File: src/rtl/ex_mem_stage.sv
`default_nettype none
// ============================================================================
//  Module      : ex_mem_stage
//  Description : EX/MEM pipeline stage with a valid/ready handshake and a
//                2-entry skid buffer. in_ready is a function of reset and
//                registered state only, so MEM back-pressure has no
//                combinational path to EX. A saturating counter records
//                cycles in which a valid bundle waits on MEM.
//  Revision    : 1.0  initial release
// ============================================================================
module ex_mem_stage #(
    parameter int WB_W   = 2,
    parameter int M_W    = 3,
    parameter int PC_W   = 8,
    parameter int DATA_W = 32,
    parameter int REG_W  = 5,
    parameter int CNT_W  = 16
) (
    input  logic              clk,
    input  logic              rst,
    input  logic              flush,
    input  logic              in_valid,
    output logic              in_ready,
    input  logic [WB_W-1:0]   WB,
    input  logic [M_W-1:0]    M,
    input  logic [PC_W-1:0]   PC,
    input  logic              zero,
    input  logic [DATA_W-1:0] ALUresult,
    input  logic [DATA_W-1:0] writeData,
    input  logic [REG_W-1:0]  writeRegister,
    output logic              out_valid,
    input  logic              out_ready,
    output logic [WB_W-1:0]   WB_output,
    output logic [M_W-1:0]    M_output,
    output logic [PC_W-1:0]   PC_output,
    output logic              zero_output,
    output logic [DATA_W-1:0] ALUresult_output,
    output logic [DATA_W-1:0] writeData_output,
    output logic [REG_W-1:0]  writeRegister_output,
    output logic [CNT_W-1:0]  stall_cnt
);

    // Control fields (WB, M) sit in the upper bits of a bundle so a bubble
    // can zero them while the data fields below keep their last value.
    localparam int c_CTL_W  = WB_W + M_W;
    localparam int c_KEEP_W = PC_W + 1 + 2 * DATA_W + REG_W;
    localparam int c_BUN_W  = c_CTL_W + c_KEEP_W;
    localparam logic [CNT_W-1:0] c_CNT_MAX = {CNT_W{1'b1}};

    // State bits are {main_v, skid_v}; the (0,1) pattern is not encodable.
    typedef enum logic [1:0] {
        ST_EMPTY = 2'b00,
        ST_FULL  = 2'b10,
        ST_SKID  = 2'b11
    } state_t;

    state_t               r_state;
    logic [c_BUN_W-1:0]   r_main;
    logic [c_BUN_W-1:0]   r_skid;
    logic [CNT_W-1:0]     r_stall_cnt;

    logic                 w_main_v;
    logic                 w_skid_v;
    logic                 w_accept;
    logic                 w_drain;
    logic [c_BUN_W-1:0]   w_in;
    logic [c_BUN_W-1:0]   w_bubble;

    assign w_main_v = (r_state != ST_EMPTY);
    assign w_skid_v = (r_state == ST_SKID);
    assign in_ready = !rst && !w_skid_v;
    assign out_valid = w_main_v;
    assign w_accept = in_valid && in_ready;
    assign w_drain  = w_main_v && out_ready;

    assign w_in     = {WB, M, PC, zero, ALUresult, writeData, writeRegister};
    assign w_bubble = {{c_CTL_W{1'b0}}, r_main[c_KEEP_W-1:0]};

    assign {WB_output, M_output, PC_output, zero_output,
            ALUresult_output, writeData_output, writeRegister_output} = r_main;
    assign stall_cnt = r_stall_cnt;

    // Slot occupancy and data movement; reset beats flush beats handshake.
    always_ff @(posedge clk) begin
        if (rst) begin
            r_state <= ST_EMPTY;
            r_main  <= '0;
            r_skid  <= '0;
        end else if (flush) begin
            r_state <= ST_EMPTY;
            r_main  <= w_bubble;
        end else begin
            case (r_state)
                ST_EMPTY: begin
                    if (w_accept) begin
                        r_main  <= w_in;
                        r_state <= ST_FULL;
                    end
                end
                ST_FULL: begin
                    if (w_accept && w_drain) begin
                        r_main <= w_in;
                    end else if (w_accept) begin
                        r_skid  <= w_in;
                        r_state <= ST_SKID;
                    end else if (w_drain) begin
                        r_main  <= w_bubble;
                        r_state <= ST_EMPTY;
                    end
                end
                ST_SKID: begin
                    // in_ready is low here, so only the older entry moves.
                    if (w_drain) begin
                        r_main  <= r_skid;
                        r_state <= ST_FULL;
                    end
                end
                default: begin
                    r_state <= ST_EMPTY;
                    r_main  <= w_bubble;
                end
            endcase
        end
    end

    // Saturating count of cycles where a valid bundle is held back by MEM.
    always_ff @(posedge clk) begin
        if (rst) begin
            r_stall_cnt <= '0;
        end else if (w_main_v && !out_ready && !flush && (r_stall_cnt != c_CNT_MAX)) begin
            r_stall_cnt <= r_stall_cnt + 1'b1;
        end
    end

endmodule
`default_nettype wire

File: config.mk
export PLATFORM = sky130hd
export DESIGN_NAME = ex_mem_stage
export DESIGN_NICKNAME = d
export VERILOG_FILES = /design/src/rtl/ex_mem_stage.sv
export SDC_FILE = /design/constraint.sdc
export NUM_CORES = 1
export LEC_CHECK = 0
export ABC_CLOCK_PERIOD_IN_PS = 3310
export CAP_MARGIN = 25
export CORE_MARGIN = 2
export CORE_UTILIZATION = 50
export CTS_CLUSTER_DIAMETER = 60
export CTS_CLUSTER_SIZE = 14
export DETAILED_ROUTE_END_ITERATION = 10
export GPL_ROUTABILITY_DRIVEN = 0
export PLACE_DENSITY = 0.79
export SYNTH_ARGS = -nofsm -noshare
export SYNTH_HDL_FRONTEND = slang
export SYNTH_SLANG_ARGS = --single-unit
export TNS_END_PERCENT = 10
File: constraint.sdc
create_clock -name clk -period 3.31 [get_ports clk]
set_input_delay 0.662 -clock clk [delete_from_list [all_inputs] [get_ports clk]]
set_output_delay 0.662 -clock clk [all_outputs]
set_load 0.005 [all_outputs]
### After elaboration in Yosys (flattened, before gate mapping)

Index checks and enable logic that the tools add are counted.

| storage, ports and cells | value |
|---|---|
| register bits | 184 |
| input port bits | 88 |
| logic and storage cells | 49 |

| operators by class | value |
|---|---|
| add/sub/neg operators | 1 |
| eq/ne operators | 10 |
| muxes and demuxes | 12 |
| bitwise gates (word level) | 2 |
| reduce and logical (&&, ||, !) cells | 19 |

Operators with widths:

| cell | count |
|---|---|
| 83-bit 2-to-1 mux | 5 |
| 83-bit one-hot mux with 3 select lines | 1 |
| 16-bit by 1-bit adder with 16-bit output, second input constant | 1 |
| 16-bit != test, second input constant | 1 |
| 4-bit AND reduction | 3 |
| 2-bit 2-to-1 mux | 5 |
| 3-bit != test, second input constant | 3 |
| 1-bit logical AND | 7 |
| 2-bit != test, second input constant | 3 |
| 2-bit one-hot mux with 3 select lines | 1 |
| 5-bit AND reduction | 1 |
| 2-bit equality test, second input constant | 2 |
| 1-bit logical NOT | 4 |
| 3-bit nonzero test | 1 |
| 2-bit logical NOT | 1 |
| 2-bit by 1-bit != test with 1-bit output, second input constant | 1 |
| 1-bit NOT | 2 |
| 2-bit nonzero test | 1 |
| 2-bit OR reduction | 1 |

### Longest topological paths before layout

| logic depth | value |
|---|---|
| depth in word-level cells | 7 |
| gate-level depth with buffers | 9 |
| depth with buffers taken out | 6 |

### Least setup slack after synthesis

OpenSTA, ideal clock, no wires.

| path | value |
|---|---|
| path type | input-to-output |
| start point | in rst |
| end point | out in_ready |
| arrival | 1838 ps |
| slack | 810 ps |
| cell stages on the path | 5 |
| path buffers | 4 |
| cells stage by stage | clkbuf_1 > clkbuf_1 > clkbuf_1 > clkbuf_1 > nor2_1 |

| between the ends | value |
|---|---|
| longest elaborated chain between the ends | 2 |

Ends and longest elaborated chain:

| element | RTL line | text |
|---|---|---|
| start, declared | 20 | `input logic rst,` |
| 1-bit logical NOT | 71 | `assign in_ready = !rst && !w_skid_v;` |
| 1-bit logical AND | 71 |  |
| end, declared | 23 | `output logic in_ready,` |

Every way passes these cells.

### Final worst setup path

| path | value |
|---|---|
| start point | reg r_state[0] |
| end point | reg r_stall_cnt[10], in the netlist stall_cnt[10] |

| between the ends | value |
|---|---|
| longest elaborated chain between the ends | 4 |

Ends and longest elaborated chain:

| element | RTL line | text |
|---|---|---|
| start, declared | 57 | `state_t r_state;` |
| start signal, assigned | 86 | `r_state <= ST_EMPTY;` |
| start signal, assigned | 90 | `r_state <= ST_EMPTY;` |
| start signal, assigned | 97 | `r_state <= ST_FULL;` |
| 2-bit nonzero test | 69 | `assign w_main_v = (r_state != ST_EMPTY);` |
| 1-bit logical AND (3 in a row) | 130 | `end else if (w_main_v && !out_ready && !flush && (r_stall_cnt != c_CNT_MAX)) begin` |
| end signal, assigned | 131 | `r_stall_cnt <= r_stall_cnt + 1'b1;` |
| end, declared | 60 | `logic [CNT_W-1:0] r_stall_cnt;` |

Every way passes these cells.
A chain may end at the register's enable or synchronous reset.

==> run summary <==
Post-Route WL: 21.66 mm
Ant. Diodes: 0
Syn Inst Count: 963
Layout Cells excl Fill: 1,327
CTS Hold Buffers Added: 0
Max frequency: 369.7 MHz
DRT Pass-1 Iters: 5
Final Slew Violations: 0
Clock slew at reported path FFs: 0.06 ns
Seq/Total Area, Yosys: 46.80%
Max transition margin: 38.24%
Final Cell Area: 10,560 um2
Initial core utilization: 51.39%
Crit. End Element: register
Synth-to-Final Area Change: 34.23%
Synthesized flop and latch total: 184
Tmin final: 2.705 ns
Root Buffer Master: clkbuf_16
Pin count of the biggest net entering global routing: 103
Die Y-Extent: 129.5 um
Synth cell types: 44
Mapped Area: 7870 um2
Vias: 7,484
Post-synth EDFFs: 0
Final setup violation count: 0
Post-route core utilization: 68.98%
Pwr per Cell Area: 486.0 nW/um2
Async SR Flop Fraction: 0%
Critical path class: register to register
Die Wd: 129.5 um
Worst VDD drop: 415.9 uV
Final-stage net count: 1,197
YS warnings: 0
Layout cells sized above 1: 12.37%
Total CTS buffers: 17
Tightest Hold Check Type: register to register
Status: finished clean
Worst-path fanout max: 10
First-pass GRT wire length: 34.66 mm
Core area: 15,310 um2
Crit path required time: 3.59 ns
Setup crit start kind: register
Max Cap Violations: 0
Clock Latency Late Sink: 0.42 ns
CTS Sinks: 184
Hpwl dp: 12.81 mm
DR vias/cell: 5.640
Row Count: 45
Maximum buffer depth of the clock tree: 2
Avg Inst Size Synth: 8.172 um2
CTS tree: done
Main synth FF type: dfxtp_1
Fillers: 1,241
Post-route clock period utilization: 81.72%
Initial antenna violation count: 0
Final hold violations: 0
Critical path data arrival time: 2.99 ns
Tightest Pin Transition: 0.9264 ns
Drt wl/cell: 16.32 um
Setup TNS: 0 ns
Port Buffers: 188
Total GRT Usage: 25.65%
Placed Area: 9923 um2
Die area: 16,760 um2
Pleak: 3.748 nW
RSZ-0062 raised after global routing: false
Post-CTS sizing: 0
Final ANT Viol Nets: 0
Remaining Overflow, GRT: 0
Detailed router's first-iteration violation count: 702
Setup Buffers After CTS: 0
Synth Net Count: 1,057
H-tree depth: 4
Drt drc: 0
Number of global-route vias before repair: 6,936
Dpl cells: 1,294
Io pins: 189
Max Clock Skew: 0.007898 ns
critical path: stages, from the launching register on:
cell and delay [ns]:
dfxtp_1 0.45, inv_1 0.12, ha_1 0.34, or4b_1 0.68, or3_1 0.44, o311ai_0 0.39, o41ai_1 0.14
cells in the final DEF (no fill, tap or decap), drive strengths merged, types with 4 or more instances in the layout:
| cell | instances |
|---|---|
| clkdlybuf4s50 | 187 |
| dfxtp | 184 |
| nand2 | 179 |
| a21oi | 172 |
| inv | 87 |
| a22oi | 79 |
| a31o | 79 |
| clkbuf | 19 |
| buf | 18 |
| o21ai | 9 |
| or3 | 9 |
| nand3 | 7 |
| nand4 | 6 |
| nor3 | 6 |
| ha | 6 |
| nor2 | 5 |
| and2 | 5 |
| a221o | 5 |
| or4 | 5 |
| clkinv | 5 |
| o31ai | 4 |
| o311ai | 4 |
metal layers:
metal	global-route usage, %	part of all wire (%)
met5	0	0
met4	7.906	1.6
met3	5.615	6.5
met2	42.23	48
met1	33.86	44
flip-flops by register name (all words and copies together), names as in the netlist:
signal and count:
r_skid 83, r_main 83, r_state 2, stall_cnt 16
area by class of cell:
| class | count | area [um2] | area share [%] |
|---|---|---|---|
| inverter | 85 | 319.1 | 3.020 |
| tap | 211 | 264.0 | 2.499 |
| multi-input combinational | 610 | 3591 | 33.99 |
| sequential | 184 | 3684 | 34.87 |
| clock inverter | 13 | 170.2 | 1.611 |
| clock buffer | 19 | 442.9 | 4.193 |
| timing repair buffer | 205 | 2093 | 19.82 |
metrics by stage:
stage | hold WS [ns] | total power, mW | setup slack [ns]
after floorplan | 0.4317 | 2.698 | 0.8101
after global placement | 0.4378 | 3.068 | 0.3832
after detailed placement | 0.4422 | 3.075 | 0.3148
after CTS | 0.4511 | 5.152 | 0.5991
after global routing | 0.4712 | 5.319 | 0.4660
final | 0.4511 | 5.134 | 0.6050
synthesized netlist by cell type, drive strengths merged, types with 2 or more instances:
| master | instances | area share, % |
|---|---|---|
| dfxtp | 184 | 47 |
| and2 | 5 | 0.40 |
| nor4b | 2 | 0.22 |
| nor4 | 3 | 0.24 |
| nand4 | 6 | 0.48 |
| a21oi | 172 | 11 |
| or2 | 2 | 0.16 |
| ha | 6 | 0.95 |
| nor2b | 2 | 0.16 |
| o31ai | 4 | 0.38 |
| nor3 | 6 | 0.38 |
| nand3 | 7 | 0.45 |
| a221o | 5 | 0.64 |
| a22oi | 79 | 7.5 |
| nor2 | 5 | 0.24 |
| buf | 10 | 0.59 |
| clkbuf | 74 | 3.5 |
| o21ai | 9 | 0.57 |
| nand3b | 2 | 0.19 |
| o311ai | 4 | 0.45 |
| nand2b | 2 | 0.16 |
| inv | 85 | 4.1 |
| nand2 | 179 | 8.5 |
| a31o | 79 | 8.8 |
| mux2i | 2 | 0.25 |
| or4 | 5 | 0.48 |
| o41ai | 3 | 0.33 |
| or3 | 9 | 0.78 |
path summary, 6_finish.rpt:
| kind | startpoint | to | slack, ns | depth (start not counted) |
|---|---|---|---|---|
| worst min-delay path | r_skid[78] | r_skid[78] | 0.45 | 2 |
| worst max-delay path | r_state[0] | stall_cnt[10] | 0.61 | 6 |
| worst max register to register | r_state[0] | stall_cnt[10] | 0.61 | 6 |
| worst min register to register | r_skid[78] | r_skid[78] | 0.45 | 2 |
cells by family (layout without fill, tap and decap cells):
group | count (synthesis) | in the layout | share of synthesized area, %
simple gates | 242 | 242 | 13.66
buf+inv | 169 | 322 | 8.172
fa+ha+maj | 6 | 6 | 0.9539
compound gates | 360 | 360 | 30.16
flops | 184 | 184 | 46.80
mux | 2 | 2 | 0.2544
report_power, final:
| part | leakage (nW) | internal [mW] | total [mW] | switching (mW) |
|---|---|---|---|---|
| combinational | 1.96 | 0.385 | 0.683 | 0.298 |
| clock | 0.290 | 1.22 | 2.10 | 0.882 |
| sequential | 1.49 | 2.30 | 2.35 | 0.0502 |
| total | 3.75 | 3.90 | 5.13 | 1.23 |
No activity file was read; power rests on OpenSTA's default activity.
